$ cat config.mk
export PLATFORM = sky130hd
export DESIGN_NAME = iter_root
export DESIGN_NICKNAME = d
export VERILOG_FILES = /design/src/rtl/iter_root.sv
export SDC_FILE = /design/constraint.sdc
export NUM_CORES = 1
export LEC_CHECK = 0
export BUFFER_PORTS_ARGS = -buffer_cell sky130_fd_sc_hd__buf_2
export CORE_MARGIN = 3
export CORE_UTILIZATION = 30
export DETAILED_ROUTE_END_ITERATION = 8
export REMOVE_ABC_BUFFERS = 1
export SLEW_MARGIN = 20
export SYNTH_ARGS = -nofsm -noshare
export SYNTH_HDL_FRONTEND = slang
export SYNTH_SLANG_ARGS = --single-unit
$ cat constraint.sdc
create_clock -name clk -period 14.6 [get_ports clk]
set_input_delay 2.19 -clock clk [delete_from_list [all_inputs] [get_ports clk]]
set_output_delay 2.19 -clock clk [all_outputs]
set_load 0.05 [all_outputs]
$ cat src/rtl/iter_root.sv
// iter_root: iterative floor square / cube root with remainder.
// One result digit is resolved every two cycles (PREP forms the trial
// subtrahend, TEST conditionally subtracts it). The operand register x is
// reduced in place, so at completion it already holds the remainder.
module iter_root #(
  parameter int WIDTH = 16
) (
  input  logic             clk,
  input  logic             rst,
  input  logic             start,
  input  logic             mode,
  input  logic [WIDTH-1:0] x_in,
  output logic [WIDTH-1:0] root,
  output logic [WIDTH-1:0] rem,
  output logic             ready,
  output logic             busy
);

  // Internal width for the trial value: the worst-case cube trial term,
  // (3v(v+1)+1) shifted into place, stays below 2^(WIDTH+3), so four extra
  // bits keep it exact and an oversize trial simply fails the compare.
  localparam int WB    = WIDTH + 4;
  // Digit counts and starting shifts for both modes.
  localparam int N_SQ  = (WIDTH + 1) / 2;
  localparam int N_CU  = (WIDTH + 2) / 3;
  localparam int S0_SQ = 2 * (N_SQ - 1);
  localparam int S0_CU = 3 * (N_CU - 1);
  // Shift amount never exceeds WIDTH-1.
  localparam int SW    = $clog2(WIDTH + 1);

  typedef enum logic [1:0] {
    IDLE = 2'd0,
    PREP = 2'd1,
    TEST = 2'd2,
    DONE = 2'd3
  } state_t;

  state_t           state_reg, state_next;
  logic [WIDTH-1:0] x_reg, x_next;
  logic [WIDTH-1:0] y_reg, y_next;
  logic             m_reg, m_next;
  logic [SW-1:0]    s_reg, s_next;
  logic [WB-1:0]    b_reg, b_next;
  logic [WIDTH-1:0] root_reg, root_next;
  logic [WIDTH-1:0] rem_reg, rem_next;
  logic             ready_reg, ready_next;
  logic             busy_reg, busy_next;

  // Datapath helpers
  logic [WB-1:0]    v_ext;     // 2y, widened
  logic [WB-1:0]    p_sq;      // 2v+1
  logic [WB-1:0]    p_cu;      // 3v(v+1)+1
  logic [WB-1:0]    p_sel;
  logic [WB-1:0]    b_shift;
  logic             x_ge_b;
  logic [WIDTH-1:0] x_sub;
  logic             s_last;
  logic [SW-1:0]    k_sel;

  assign root  = root_reg;
  assign rem   = rem_reg;
  assign ready = ready_reg;
  assign busy  = busy_reg;

  // Trial term P(2y) << s, and the compare/subtract of the current step.
  always_comb begin
    v_ext   = WB'(y_reg) << 1;
    p_sq    = (v_ext << 1) + WB'(1);
    p_cu    = WB'(3) * v_ext * (v_ext + WB'(1)) + WB'(1);
    p_sel   = m_reg ? p_cu : p_sq;
    b_shift = p_sel << s_reg;
    x_ge_b  = (WB'(x_reg) >= b_reg);
    // Only used when b fits below x, so the low bits are the full value.
    x_sub   = x_reg - b_reg[WIDTH-1:0];
    k_sel   = m_reg ? SW'(3) : SW'(2);
    s_last  = (s_reg < k_sel);
  end

  // Next-state and next-register logic for the control FSM and datapath.
  always_comb begin
    state_next = state_reg;
    x_next     = x_reg;
    y_next     = y_reg;
    m_next     = m_reg;
    s_next     = s_reg;
    b_next     = b_reg;
    root_next  = root_reg;
    rem_next   = rem_reg;
    ready_next = 1'b0;
    busy_next  = busy_reg;

    case (state_reg)
      IDLE: begin
        if (start) begin
          x_next     = x_in;
          m_next     = mode;
          y_next     = '0;
          s_next     = mode ? SW'(S0_CU) : SW'(S0_SQ);
          busy_next  = 1'b1;
          state_next = PREP;
        end
      end
      PREP: begin
        y_next     = y_reg << 1;
        b_next     = b_shift;
        state_next = TEST;
      end
      TEST: begin
        if (x_ge_b) begin
          x_next = x_sub;
          y_next = y_reg + WIDTH'(1);
        end
        if (s_last) begin
          state_next = DONE;
        end else begin
          s_next     = s_reg - k_sel;
          state_next = PREP;
        end
      end
      DONE: begin
        root_next  = y_reg;
        rem_next   = x_reg;
        ready_next = 1'b1;
        busy_next  = 1'b0;
        state_next = IDLE;
      end
      default: begin
        state_next = IDLE;
      end
    endcase
  end

  // State and datapath registers; reset clears everything immediately and
  // abandons any operation in flight.
  always_ff @(posedge clk or posedge rst) begin
    if (rst) begin
      state_reg <= IDLE;
      x_reg     <= '0;
      y_reg     <= '0;
      m_reg     <= 1'b0;
      s_reg     <= '0;
      b_reg     <= '0;
      root_reg  <= '0;
      rem_reg   <= '0;
      ready_reg <= 1'b0;
      busy_reg  <= 1'b0;
    end else begin
      state_reg <= state_next;
      x_reg     <= x_next;
      y_reg     <= y_next;
      m_reg     <= m_next;
      s_reg     <= s_next;
      b_reg     <= b_next;
      root_reg  <= root_next;
      rem_reg   <= rem_next;
      ready_reg <= ready_next;
      busy_reg  <= busy_next;
    end
  end

endmodule

==> summary.txt, run 1 <==
Placement
  • Input/output buffers: 53
  • DP Worst Slack: 5.28 ns
  • Post-DP HPWL: 23400 um
  • Final RePlAce weighted congestion: 0.891

Clocking
  • TritonCTS clock tree: yes
  • Clk buf depth: 2
  • CTS root buffer: clkbuf_16
  • Num CTS Buffers: 9
  • Post-CTS setup buffer count: 0
  • Resized Gates After CTS: 0
  • Hold buffer count at CTS: 0
  • Clk slew on worst S/H paths: 0.08 ns
  • Clk_lat worst skew: 0.36 ns
  • Clock sink count: 94
  • Htree depth: 3

Global route
  • Total gr overflow: 0
  • Global-route wire length before repair: 50100 um
  • Number of global-route vias before repair: 9377
  • Gr usage total: 14.9%
  • Initial antenna violation count: 0
  • Largest net degree at the start of global routing: 50

Setup path
  • CP Data Arrival Time: 9.71 ns
  • Crit Path Class: reg2reg
  • Top delay family on crit path: adder cells
  • CP Capture Type: flip-flop
  • CP dominant cell by count: xnor2_1
  • Critical Path Fanout Max: 19
  • Master of the slowest instance on the critical path: dfrtp_1
  • Buf/Inv on CP: 1
  • Worst path required time: 14.89 ns
  • Startpoint types: flip-flop
  • Max incr delay on CP: 0.83 ns

Layout
  • Largest register FFs: 20
  • Layout Nets: 1595
  • Post-layout util: 33.6%
  • Layout cells sized above 1: 9.85%
  • Area grow syn2layout: 9.25%
  • Ant. Diodes: 0

Synth
  • Sequential area share after synthesis: 20.1%
  • Ranking of synthesized cells by area: fa_1 21%, dfrtp_1 20%, ha_1 10%
  • Top-area cell type share of the netlist area: 21.2%
  • Ys Warns: 0
  • Post-Syn Area: 11700 um^2
  • Post-synthesis cell count: 1344
  • Synth unique cells: 61
  • Top-count cell post-synth: inv_1
  • Commonest cells in the netlist: 237 x inv_1, 124 x fa_1, 117 x nand2_1, 117 x nor2_1, 95 x ha_1
  • Cell taking the most area after synthesis: fa_1
  • Asr flop ratio synth: 100%
  • EDFF count, synth: 0
  • Syn avg cell area: 8.69 um^2
  • Top FF cell, synth: dfrtp_1
  • Register bit total from synthesis: 94

Die
  • Die area: 41400 um^2
  • Initial Utilization: 30.7%
  • Core area: 38000 um^2
  • Cell Rows: 71
  • Width of the die: 203 um
  • Ports: 54
  • Die H: 203 um

Timing
  • Setup_tns: 0 ns
  • Worst-Margin Slew: 0.948 ns
  • Relative slew slack: 36.7%
  • Fin crit share: 64.5%
  • Clock Skew: 0.0140 ns
  • RSZ-0062 raised after global routing: false
  • Worst setup margin: 5.18 ns
  • Min cycle time layout: 9.42 ns
  • Highest clock rate: 106 MHz
  • Setup violations, final: 0
  • Fin. max-slew vios: 0
  • Final hold viol count: 0

Route
  • Routed vias: 9248
  • Drt wl/cell: 16.3 um
  • Post-route DRC: 0
  • DR pass1 iterations: 5
  • Vias per cell: 4.94
  • Routed wire length: 30500 um
  • ANT nets after route: 0
  • DR iter-0 viols: 668

Power and ir drop
  • Pleak: 5.92 nW
  • Power Total: 1.62 mW
  • Peak supply drop: 0.000136 V
  • Pwr dens: 127 nW/um^2

Job
  • Max-cap violations: 0

Worst hold path
  • Hold crit path type: reg2reg

Status
  • Status: completed
[kinds of logic after synthesis]
kind of cell | synth area share (%)
compound gates | 12.5
xor+xnor | 5.57
fa+ha+maj | 31.4
buf+inv | 9.74
flops | 20.1
mux | 7.29
simple gates | 13.4
[layout by cell type (no fill, tap or decap), types with 5 or more instances in the layout]
master / synthesis / final
and3_1: 7 / 7
xor2_1: 12 / 12
nor3_1: 21 / 21
xnor2_1: 49 / 48
a21oi_1: 70 / 70
nand2_1: 117 / 117
buf_2: 1 / 53
o21a_1: 6 / 6
a32oi_1: 8 / 8
a211oi_1: 5 / 5
mux2i_1: 39 / 39
buf_4: 1 / 9
fa_1: 124 / 124
dfrtp_1: 94 / 94
nand3_1: 17 / 17
nor2_1: 117 / 117
nand2b_1: 10 / 10
a31oi_1: 8 / 8
inv_1: 237 / 236
o21bai_1: 6 / 6
a21o_1: 11 / 11
o21ai_0: 66 / 66
and2_1: 36 / 36
ha_1: 95 / 94
mux2_2: 37 / 37
nor2b_1: 11 / 10
clkbuf_16: 0 / 9
o22ai_1: 16 / 16
[where the power goes]
group          leakage [nW]  internal [mW]  switching [mW]
clock                 0.159          0.139           0.120
sequential             1.18          0.342          0.0750
combinational          4.58          0.328           0.616
[area by class of cell]
class | count | area [um^2]
multi-input combinational | 948 | 8210
sequential | 94 | 2350
tap | 511 | 639
inverter | 241 | 907
fill | 3989 | 25300
clock inverter | 7 | 97.6
timing repair buffer | 62 | 333
clock buffer | 9 | 225
[per-stage QoR]
stage                     std cells  area (um^2)  hold slack (ns)
after floorplan                1283        11500            0.485
after global placement         1856        12400            0.485
after detailed placement       1856        12400            0.492
after CTS                      1872        12800            0.509
after global routing           1872        12800            0.522
final                          1872        12800            0.504
[layer usage]
layer,routed length (um),global-route usage [%],part of all wire (%)
met3,1760,2.43,5.8
met2,13800,23.5,45
met4,634,3.74,2.1
met1,14300,21.5,47
met5,0,0,0
[worst paths after layout]
| kind | startpoint | end | slack, ns | cells after the start |
|---|---|---|---|---|
| hold / removal | rem[11]$_DFFE_PP0P_ | rem[11]$_DFFE_PP0P_ | 0.50 | 1 |
| max in group asynchronous | rst | rem[11]$_DFFE_PP0P_ | 11.66 | 3 |
| min in group asynchronous | rst | ready$_DFF_PP0_ | 1.89 | 2 |
| setup / recovery | y_reg[1]$_DFFE_PP0P_ | b_reg[19]$_DFFE_PP0P_ | 5.18 | 29 |
| setup reg to reg | y_reg[1]$_DFFE_PP0P_ | b_reg[19]$_DFFE_PP0P_ | 5.18 | 29 |
| hold reg to reg | rem[11]$_DFFE_PP0P_ | rem[11]$_DFFE_PP0P_ | 0.50 | 1 |
(Power assumes the default switching activity.)
==> inputs of run 2 (changes only) <==
==> constraint.sdc (replaced) <==
create_clock -name clk -period 8.7 [get_ports clk]
set_input_delay 1.305 -clock clk [delete_from_list [all_inputs] [get_ports clk]]
set_output_delay 1.305 -clock clk [all_outputs]
set_load 0.05 [all_outputs]
==> run 2 against run 1 <==
First-iteration DRC count decreased by 9.4%. Sequential power increased by 64%. Combinational power increased by 74%. Via count increased by 0.92%. Largest power group unchanged. Worst hold slack got worse by 0.00064 ns. Clock skew decreased by 0.0016 ns. Wire length increased by 3.7%. Flip-flop and latch count unchanged. Non-clock buffer count increased by 30. Fmax increased by 15%. Final cell count increased by 1.6%.
==> summary.txt, run 2 (same netlist as run 1, synthesis figures left out) <==
Clocking
  • Htree depth: 3
  • TritonCTS clock tree: yes
  • Clk_lat worst skew: 0.36 ns
  • Clk buf depth: 2
  • Hold buffer count at CTS: 0
  • Clock sink count: 94
  • Num CTS Buffers: 9
  • Clk slew on worst S/H paths: 0.07 ns
  • CTS root buffer: clkbuf_16

Layout
  • Ant. Diodes: 0
  • Area grow syn2layout: 11.3%
  • Largest register FFs: 20
  • Final Cell Area: 13000 um^2
  • Commonest non-fill, non-tap cell in the layout: inv_1
  • Layout Nets: 1625
  • Layout cells sized above 1: 12.5%
  • Most frequent cells in the layout: 236 x inv_1, 123 x fa_1, 117 x nor2_1, 117 x nand2_1, 93 x ha_1

Status
  • Status: completed

Route
  • Routed vias: 9333
  • Vias per cell: 4.91
  • ANT nets after route: 0
  • Post-route DRC: 0
  • Routed wire length: 31600 um
  • DR iter-0 viols: 605
  • DR pass1 iterations: 5
  • Drt wl/cell: 16.6 um

Worst hold path
  • Hold depth: 1
  • Hold path start: rem[6]$_DFFE_PP0P_
  • Hold crit path type: reg2reg
  • Hold Path End: rem[6]$_DFFE_PP0P_

Timing
  • Highest clock rate: 122 MHz
  • Fin. max-slew vios: 0
  • Min cycle time layout: 8.18 ns
  • Worst-Margin Slew: 0.966 ns
  • Fin crit share: 94.1%
  • Setup_tns: 0 ns
  • RSZ-0062 raised after global routing: false
  • Hold WS: 0.503 ns
  • Setup violations, final: 0
  • Clock Skew: 0.0123 ns
  • Worst setup margin: 0.516 ns
  • Final hold viol count: 0
  • Relative slew slack: 35.5%

Setup path
  • Critical Path Fanout Max: 6
  • Crit Path Class: reg2reg
  • Startpoint types: flip-flop
  • Worst setup path startpoint: y_reg[1]$_DFFE_PP0P_
  • RR Startpoint: y_reg[1]$_DFFE_PP0P_
  • Max incr delay on CP: 0.54 ns
  • Flop2flop setup slack: 0.52 ns
  • CP Data Arrival Time: 8.47 ns
  • Worst path required time: 8.98 ns
  • Master of the slowest instance on the critical path: fa_1
  • CP Capture Type: flip-flop
  • Reg2reg end: b_reg[19]$_DFFE_PP0P_
  • Reg2reg path depth: 30

Global route
  • Global-route wire length before repair: 51900 um
  • Initial antenna violation count: 0
  • Largest net degree at the start of global routing: 68
  • Total gr overflow: 0
  • Number of global-route vias before repair: 9616
  • Gr usage total: 15.6%

Placement
  • DP Worst Slack: 0.0557 ns
  • Dpl cell area: 12700 um^2
  • Final RePlAce weighted congestion: 0.889
  • Post-DP HPWL: 24800 um
  • Input/output buffers: 53

Power and ir drop
  • Pwr dens: 209 nW/um^2
  • Peak supply drop: 0.000294 V
  • Power Total: 2.72 mW
  • Pleak: 6.05 nW

Die
  • Cell Rows: 71
  • Ports: 54
  • Die H: 203 um
  • Width of the die: 203 um
  • Die area: 41400 um^2
  • Core area: 38000 um^2
  • Initial Utilization: 30.7%

Job
  • Max-cap violations: 0
-- run 2: cell count changes in the layout (fill, tap and decap cells not counted), moves of 2 or more --
| cell | before | now |
|---|---|---|
| a21oi_2 | 0 | 2 |
| dfrtp_2 | 0 | 2 |
| dfrtp_1 | 94 | 92 |
| a21oi_1 | 70 | 68 |
| o21ai_0 | 66 | 64 |
| buf_4 | 9 | 39 |
-- run 2: worst max path at each step --
| stage | endpoint |
|---|---|
| after floorplan | b_reg[19]$_DFFE_PP0P_ |
| final | b_reg[19]$_DFFE_PP0P_ |
| after detailed placement | b_reg[19]$_DFFE_PP0P_ |
| after global routing | b_reg[19]$_DFFE_PP0P_ |
| after global placement | b_reg[19]$_DFFE_PP0P_ |
| after CTS | b_reg[19]$_DFFE_PP0P_ |
-- run 2: final cells by class --
| class | count | area [um^2] |
|---|---|---|
| fill | 4023 | 25000 |
| multi-input combinational | 948 | 8260 |
| sequential | 94 | 2350 |
| inverter | 241 | 907 |
| tap | 511 | 639 |
| timing repair buffer | 92 | 558 |
| clock buffer | 9 | 225 |
| clock inverter | 7 | 63.8 |
-- run 2: critical path: cells and delay by family, from the launching register on --
| kind | cells | cell delay, ns |
|---|---|---|
| and+or+nand+nor | 4 | 0.89 |
| DFF | 1 | 0.45 |
| buffers and inverters | 1 | 0.09 |
| adders and majority gates | 8 | 3.26 |
| xor gates and xnor gates | 11 | 2.32 |
| AOI/OAI and AO/OA | 6 | 1.10 |
-- run 2: power by group --
group          internal [mW]  leakage, nW  switching [mW]
clock network          0.201        0.142           0.193
registers              0.575         1.18           0.111
logic                  0.567         4.73            1.07
total                   1.34         6.05            1.37
-- run 2: metal layers --
metal,wire length [um],vias up,track usage (%)
met5,0,-,0
met4,754,0,3.98
met3,1800,44,2.67
met2,14600,267,25.5
met1,14500,4593,21.5
li1,-,4429,-
-- run 2: what timing repair did --
item / in CTS / in global routing
setup endpoints to repair: 0 / 1
setup buffers: 0 / 1
gates resized for setup: 0 / 14
-- run 2: stage by stage --
stage,std cells,util (%)
2_1_floorplan,1283,-
3_3_place_gp,1885,33.3
3_5_place_dp,1885,33.3
4_1_cts,1901,34.0
5_1_grt,1902,34.2
6_report,1902,34.2
